File: config.mk
export PLATFORM = sky130hd
export DESIGN_NAME = ip_forward_seq
export DESIGN_NICKNAME = d
export VERILOG_FILES = /design/src/rtl/ip_forward_seq.sv
export SDC_FILE = /design/constraint.sdc
export NUM_CORES = 2
export LEC_CHECK = 0
export ABC_AREA = 1
export CAP_MARGIN = 10
export CORE_ASPECT_RATIO = 0.75
export CORE_MARGIN = 8
export CORE_UTILIZATION = 55
export DETAILED_ROUTE_END_ITERATION = 7
export GPL_ROUTABILITY_DRIVEN = 0
export PLACE_DENSITY_LB_ADDON = 0.3
export SYNTH_ARGS = -nofsm -noshare
export SYNTH_HDL_FRONTEND = slang
export SYNTH_SLANG_ARGS = --single-unit
File: constraint.sdc
create_clock -name clk -period 32.3 [get_ports clk]
set_input_delay 8.075 -clock clk [delete_from_list [all_inputs] [get_ports clk]]
set_output_delay 8.075 -clock clk [all_outputs]
set_load 0.02 [all_outputs]
File: src/rtl/ip_forward_seq.sv
// Sequential fully-connected forward engine: out = sat((sum(in*w) + bias) >>> FRAC_BITS).
// Define IP_FWD_RELU_EN to clamp negative results to zero in the BIAS stage.
//
// state | meaning
// IDLE  | in_ready high, waiting for an input transaction
// MAC   | one multiply-accumulate per cycle over idx = 0..WIDTH-1
// BIAS  | add shifted bias, rescale, saturate, load output registers
// DONE  | result held on out_data/out_id until out_ready
module ip_forward_seq #(
    parameter int WIDTH     = 8,
    parameter int DATA_W    = 32,
    parameter int FRAC_BITS = 16,
    parameter int ID_W      = 8
) (
    input  logic              clk,
    input  logic              reset,
    input  logic              in_valid,
    output logic              in_ready,
    input  logic [DATA_W-1:0] in_data [WIDTH],
    input  logic [DATA_W-1:0] weights [WIDTH],
    input  logic [DATA_W-1:0] bias,
    input  logic [ID_W-1:0]   in_id,
    output logic              out_valid,
    input  logic              out_ready,
    output logic [DATA_W-1:0] out_data,
    output logic [ID_W-1:0]   out_id
);

    localparam int IDX_W  = $clog2(WIDTH);
    localparam int PROD_W = 2 * DATA_W;
    localparam int ACC_W  = PROD_W + IDX_W;
    localparam int SUM_W  = ACC_W + 1;
    localparam logic [IDX_W-1:0] LAST_IDX = IDX_W'(WIDTH - 1);
    localparam logic signed [SUM_W-1:0] SAT_MAX =
        {{(SUM_W - DATA_W){1'b0}}, 1'b0, {(DATA_W - 1){1'b1}}};
    localparam logic signed [SUM_W-1:0] SAT_MIN =
        {{(SUM_W - DATA_W + 1){1'b1}}, {(DATA_W - 1){1'b0}}};

    typedef enum logic [1:0] {S_IDLE, S_MAC, S_BIAS, S_DONE} state_t;

    state_t                    state;
    logic [DATA_W-1:0]         in_r [WIDTH];
    logic [DATA_W-1:0]         w_r [WIDTH];
    logic [DATA_W-1:0]         bias_r;
    logic [ID_W-1:0]           id_r;
    logic signed [ACC_W-1:0]   acc;
    logic [IDX_W-1:0]          idx;

    logic signed [PROD_W-1:0]  prod;
    logic signed [SUM_W-1:0]   bias_ext;
    logic signed [SUM_W-1:0]   sum;
    logic signed [SUM_W-1:0]   shifted;
    logic [DATA_W-1:0]         result;

    always_comb begin
        prod     = PROD_W'($signed(in_r[idx])) * PROD_W'($signed(w_r[idx]));
        bias_ext = SUM_W'($signed(bias_r));
        sum      = SUM_W'(acc) + (bias_ext <<< FRAC_BITS);
        shifted  = sum >>> FRAC_BITS;
        if (shifted > SAT_MAX)
            result = SAT_MAX[DATA_W-1:0];
        else if (shifted < SAT_MIN)
            result = SAT_MIN[DATA_W-1:0];
        else
            result = shifted[DATA_W-1:0];
`ifdef IP_FWD_RELU_EN
        if (result[DATA_W-1])
            result = '0;
`else
`endif
    end

    always_ff @(posedge clk or posedge reset) begin
        if (reset) begin
            state     <= S_IDLE;
            in_ready  <= 1'b0;
            out_valid <= 1'b0;
            out_data  <= '0;
            out_id    <= '0;
            acc       <= '0;
            idx       <= '0;
            bias_r    <= '0;
            id_r      <= '0;
            for (int i = 0; i < WIDTH; i++) begin
                in_r[i] <= '0;
                w_r[i]  <= '0;
            end
        end else begin
            case (state)
                S_IDLE: begin
                    in_ready <= 1'b1;
                    if (in_valid && in_ready) begin
                        in_r     <= in_data;
                        w_r      <= weights;
                        bias_r   <= bias;
                        id_r     <= in_id;
                        acc      <= '0;
                        idx      <= '0;
                        in_ready <= 1'b0;
                        state    <= S_MAC;
                    end
                end
                S_MAC: begin
                    acc <= acc + ACC_W'(prod);
                    if (idx == LAST_IDX) begin
                        idx   <= '0;
                        state <= S_BIAS;
                    end else begin
                        idx <= idx + IDX_W'(1);
                    end
                end
                S_BIAS: begin
                    out_data  <= result;
                    out_id    <= id_r;
                    out_valid <= 1'b1;
                    state     <= S_DONE;
                end
                S_DONE: begin
                    // in_ready rises together with the handshake so the next accept can be the very next edge
                    if (out_ready) begin
                        out_valid <= 1'b0;
                        in_ready  <= 1'b1;
                        state     <= S_IDLE;
                    end
                end
                default: state <= S_IDLE;
            endcase
        end
    end

endmodule

=== Word-level counts from Yosys, hierarchy flattened ===
Cells that the tools add are included.

* Input port bits: 556
* Register bits after elaboration: 666

* Bitwise operators: 1
* Reduce and logical (&&, ||, !) cells: 10
* $mul: 1
* Equality and inequality tests: 7
* Magnitude comparators: 3
* Add/sub/neg operators: 3
* Multiplexer cells: 22

{| class="wikitable"
|+ Operator list
! operator !! count
|-
| binary-select mux 32 bit (select 3 bit) || 2
|-
| 2-to-1 mux 32 bit || 6
|-
| case mux 67 bit (2 select lines) || 1
|-
| adder 67 x 48 -> 68 bit || 1
|-
| adder 67 x 64 -> 67 bit || 1
|-
| 2-to-1 mux 67 bit || 1
|-
| multiplier 32 x 32 -> 64 bit || 1
|-
| > comparator 52 x 32 -> 1 bit (second input constant) || 1
|-
| less-than comparator 52 x 32 -> 1 bit (second input constant) || 1
|-
| case mux 2 bit (4 select lines) || 1
|-
| AND reduction 2 bit || 4
|-
| 2-to-1 mux 2 bit || 3
|-
| 2-to-1 mux 3 bit || 2
|-
| != test 2 bit (second input constant) || 3
|-
| case mux 3 bit (2 select lines) || 1
|-
| nonzero test 2 bit || 3
|-
| == test 2 bit (second input constant) || 2
|-
| greater-or-equal comparator 4 bit (second input constant) || 1
|-
| NOT 3 -> 4 bit || 1
|-
| case mux 1 bit (2 select lines) || 2
|-
| adder 3 x 1 -> 3 bit (second input constant) || 1
|-
| == test 3 bit (second input constant) || 1
|-
| 2-to-1 mux 1 bit || 3
|-
| AND reduction 3 bit || 1
|-
| 3 further kinds || 3
|}

=== Logic depth before layout (Yosys ltp) ===
* Word-level depth: 7
* Gate-level depth with buffers: 43
* Gate-level depth less buffers: 38

=== Worst setup path before layout ===
OpenSTA, ideal clock, no wires.

* Path type: input to register
* Start point: input in_valid
* End point: register acc[5]
* Slack: 22.819 ns
* Stages on the path: 7
* Arrival: 9.343 ns
* Library setup time: 0.138 ns
* Required time: 32.162 ns
* Cells stage by stage: nand2_1 nor2_1 inv_2 o21ai_0 clkbuf_1 clkbuf_1 o22ai_1

* Word-level cells in the longest chain between the ends: 3

{| class="wikitable"
|+ Ends and longest elaborated chain
! item !! line !! RTL
|-
| start, declared || 17 || <nowiki>input logic in_valid,</nowiki>
|-
| logical AND 1 bit || 92 || <nowiki>if (in_valid && in_ready) begin</nowiki>
|-
| != test 2 bit (no source line) || -- ||
|-
| AND reduction 2 bit (no source line) || -- ||
|-
| end signal, assigned || 104 || <nowiki>acc <= acc + ACC_W'(prod);</nowiki>
|-
| end, declared || 46 || <nowiki>logic signed [ACC_W-1:0] acc;</nowiki>
|}

No other way between the ends.
A chain may end at the register's enable or synchronous reset.

=== Worst setup path in the final report ===
* Start point: register idx[0]
* End point: register acc[48]

* Word-level cells in the longest chain between the ends: 7
* Elaborated cells on any way between the ends: 10
* Those cells by class: 1 x add/sub; 1 x mul; 7 x mux; 1 x bitwise

{| class="wikitable"
|+ Ends and longest elaborated chain
! item !! line !! RTL
|-
| start, declared || 47 || <nowiki>logic [IDX_W-1:0] idx;</nowiki>
|-
| start signal, assigned || 109 || <nowiki>idx <= idx + IDX_W'(1);</nowiki>
|-
| NOT 3 -> 4 bit (not written as such) (*) || 56 || <nowiki>prod = PROD_W'($signed(in_r[idx])) * PROD_W'($signed(w_r[idx]));</nowiki>
|-
| binary-select mux 32 bit (select 3 bit) || 56 ||
|-
| 2-to-1 mux 32 bit (not written as such) (2 in series) || 56 ||
|-
| multiplier 32 x 32 -> 64 bit (*) || 56 ||
|-
| adder 67 x 64 -> 67 bit (*) || 104 ||
|-
| case mux 67 bit (2 select lines) (*) || 89 || <nowiki>case (state)</nowiki>
|}

Mark *: on every way between the ends. The rest lies on a longest branch, timed or not. The select of a mux whose other input is x is not followed.

==> out/metrics.yaml <==
yosys:
  synth_top_family_by_area: "adder cells"
  muxShareOfSynthArea_pct: 0
  ys_async_sr_fraction_pct: 100
  synthAdderAreaFrac_pct: 38.0
  synth_compound_area_share_pct: 7.76
  syn-num-nets: 11509
  syn_avg_cell_area_um2: 7.94
  yosysSeqAreaShare_pct: 22.3
  synth_area_um2: 74900
  yosys.cell_types.count: 47
  synth_top_area_cell: "fa_1"
  ys_ff_latch: 666
  ys.flop_type: "dfrtp_1"
  synthSimpleGateAreaFrac_pct: 19.8
  synthDominantCellAreaShare_pct: 33.3
  synth_edf_count: 0
  yosysWarnings: 0
  netlist_top_cells_area: "fa_1 (33%), dfrtp_1 (22%), nand2_1 (14%)"
  synthXorXnorAreaFrac_pct: 0.550
  synthCells: 9428
hold_path:
  hold_depth: 2
  holdPathEnd: "out_id[6]"
  min_from: "id_r[6]"
  hp-class: "register to register"
clock_network:
  insertion_delay_ns: 0.71
  cts_buffer_depth: 3
  cts_resized: 0
  h-tree-depth: 3
  cts_buffers: 68
  cts_hold_buf: 0
  clock_sinks: 666
  clk_pin_slew_ns: 0.07
  cts_root_buffer: "clkbuf_16"
  cts_tree: "yes"
  post-cts-setup-buffer-count: 0
routing:
  finalWirelength_mm: 272
  via_count: 66318
  drc: 0
  drt_iter0_drc: 8778
  antenna_left: 0
  wire_per_inst_um: 23.3
  via_per_inst: 5.69
  dr.pass1.iters: 7
sta:
  fin_crit_ns: 11.71
  worst_slew_pin_slew_ns: 1.26
  fmax_mhz: 85.4
  finClkSkew_ns: 0.0652
  finalCritPeriodShare_pct: 36.2
  finalSetupTns_ns: 0
  rsz0062_at_grt: "no"
  final_max_slew_viol_count: 0
  slew_headroom_pct: 16.1
  final-setup-viol-count: 0
  finalHoldViolations: 0
critical_path:
  rr_startpoint: "idx[0]"
  slowest_stage: "clkinv_1"
  reg2reg_slack_ns: 20.59
  cp_max_fo: 45
  startpoint: "idx[0]"
  cp_slowest_stage_delay_ns: 1.09
  required_ns: 32.87
  cp-end-kind: "register"
  worst_ep_arrival_time_ns: 12.28
  critical_path_class: "register to register"
  crit_top_cell: "fa_1"
  reg2reg_depth: 35
  worst_setup_path_start_kind: "register"
  timing.rr.end: "acc[48]"
floorplanning:
  io_pins: 598
  die_h_um: 336
  coreArea_um2: 135000
  dieArea_um2: 148000
  floorplan.initialDensity_pct: 55.3
  std_cell_rows: 117
  die_w_um: 442
grt:
  grt_max_degree: 239
  antenna_found_initial: 27
  grt.overflow.total: 0
  grtUsageTotal_pct: 36.3
  grt_pass1_wl_mm: 410
  grt_pass1_vias: 67138
flow_run:
  maxCapViolations: 0
place:
  placed_area_um2: 82400
  place_hpwl_mm: 216
  portBuffers: 597
status:
  outcome: "complete, no violations"
final_layout:
  stdcell_area_um2: 84700
  final_util_pct: 62.5
  area_delta_synth_final_pct: 13.1
  drive_above_1_share_pct: 3.48
  final_nets: 11875
## cell usage after synthesis, types with 9 or more instances
library cell  number
buf_1             19
o22ai_1           32
inv_1           1860
a21boi_0          12
fa_1            1244
a21oi_1          244
xor2_1            30
a31oi_1           16
nor3_1            18
clkbuf_1         284
nand2_2           10
nand3_1           59
nand4_1           29
o21a_1            11
o32ai_1           35
nor2_2            15
xnor2_1           17
o21bai_1           9
buf_2             90
a21o_1            19
nor2_1           946
inv_2             14
o21ai_0          586
a21oi_2           30
nand2_1         2764
o21ai_2           28
dfrtp_1          666
ha_1             281
## cell usage in the layout (no fill, tap or decap), types with 68 or more instances in the layout
master,count
inv_1,1856
clkdlybuf4s50_1,597
clkbuf_16,68
ha_1,280
nand2_1,2764
nor2_1,944
o21ai_0,560
dfrtp_1,664
fa_1,1244
buf_4,98
a21oi_1,244
## kinds of logic (layout without fill, tap and decap cells)
logic type               count (synthesis)  after routing
adder cells (fa/ha/maj)               1525           1525
flip-flops                             666            666
XOR/XNOR                                47             47
AO/OA/AOI/OAI                         1043           1043
AND/OR/NAND/NOR                       3864           3864
buffers and inverters                 2283           2698
other                                    0             24
## area by class of cell
cell class | instances | area (um^2)
Fill cell | 11353 | 50700
Multi-Input combinational cell | 6479 | 49600
Sequential cell | 666 | 16700
Inverter | 1880 | 7080
Timing Repair Buffer | 699 | 6790
Tap cell | 1785 | 2230
Clock buffer | 98 | 1940
Clock inverter | 21 | 317
Antenna cell | 24 | 60.1
## per-layer routing
metal	vias to the layer above	track usage (%)	share of wire (%)
met2	4764	51.3	41
met4	12	17.2	6.0
met5	-	0.162	0.029
li1	28594	-	-
met3	833	16.6	16
met1	32115	47.7	37
## worst max path at each step
stage / endpoint / slack, ns / depth (start not counted)
after global placement: w_r[66] / 20.47 / 7
after CTS: acc[48] / 21.05 / 35
after detailed placement: w_r[66] / 20.40 / 7
final: acc[48] / 20.59 / 35
after global routing: acc[45] / 20.35 / 35
after floorplan: acc[0] / 5.56 / 1
## metrics by stage
stage          hold slack, ns  cells  setup WS, ns
5_1_grt                 0.482  11646         20.35
3_5_place_dp            0.453  11509         20.40
4_1_cts                 0.467  11628         21.05
2_1_floorplan           0.437   9428          5.56
6_report                0.467  11652         20.59
3_3_place_gp            0.449  11509         20.47
## sequential cells by signal, indices dropped and copies added (netlist names), 2 cells and up
name	count
acc	67
bias_r	32
id_r	8
idx	3
in_r	256
out_data	32
out_id	8
state	2
w_r	256
## critical path, delay by kind of cell, from the launching register on
family / cells / cell delay (ns)
simple gates: 9 / 1.21
flops: 1 / 0.68
compound gates: 8 / 2.44
fa+ha+maj: 9 / 4.30
buf+inv: 9 / 2.88
Power is not shown: default switching activity piles up to over one toggle a cycle in this logic, so the estimate is an artifact.
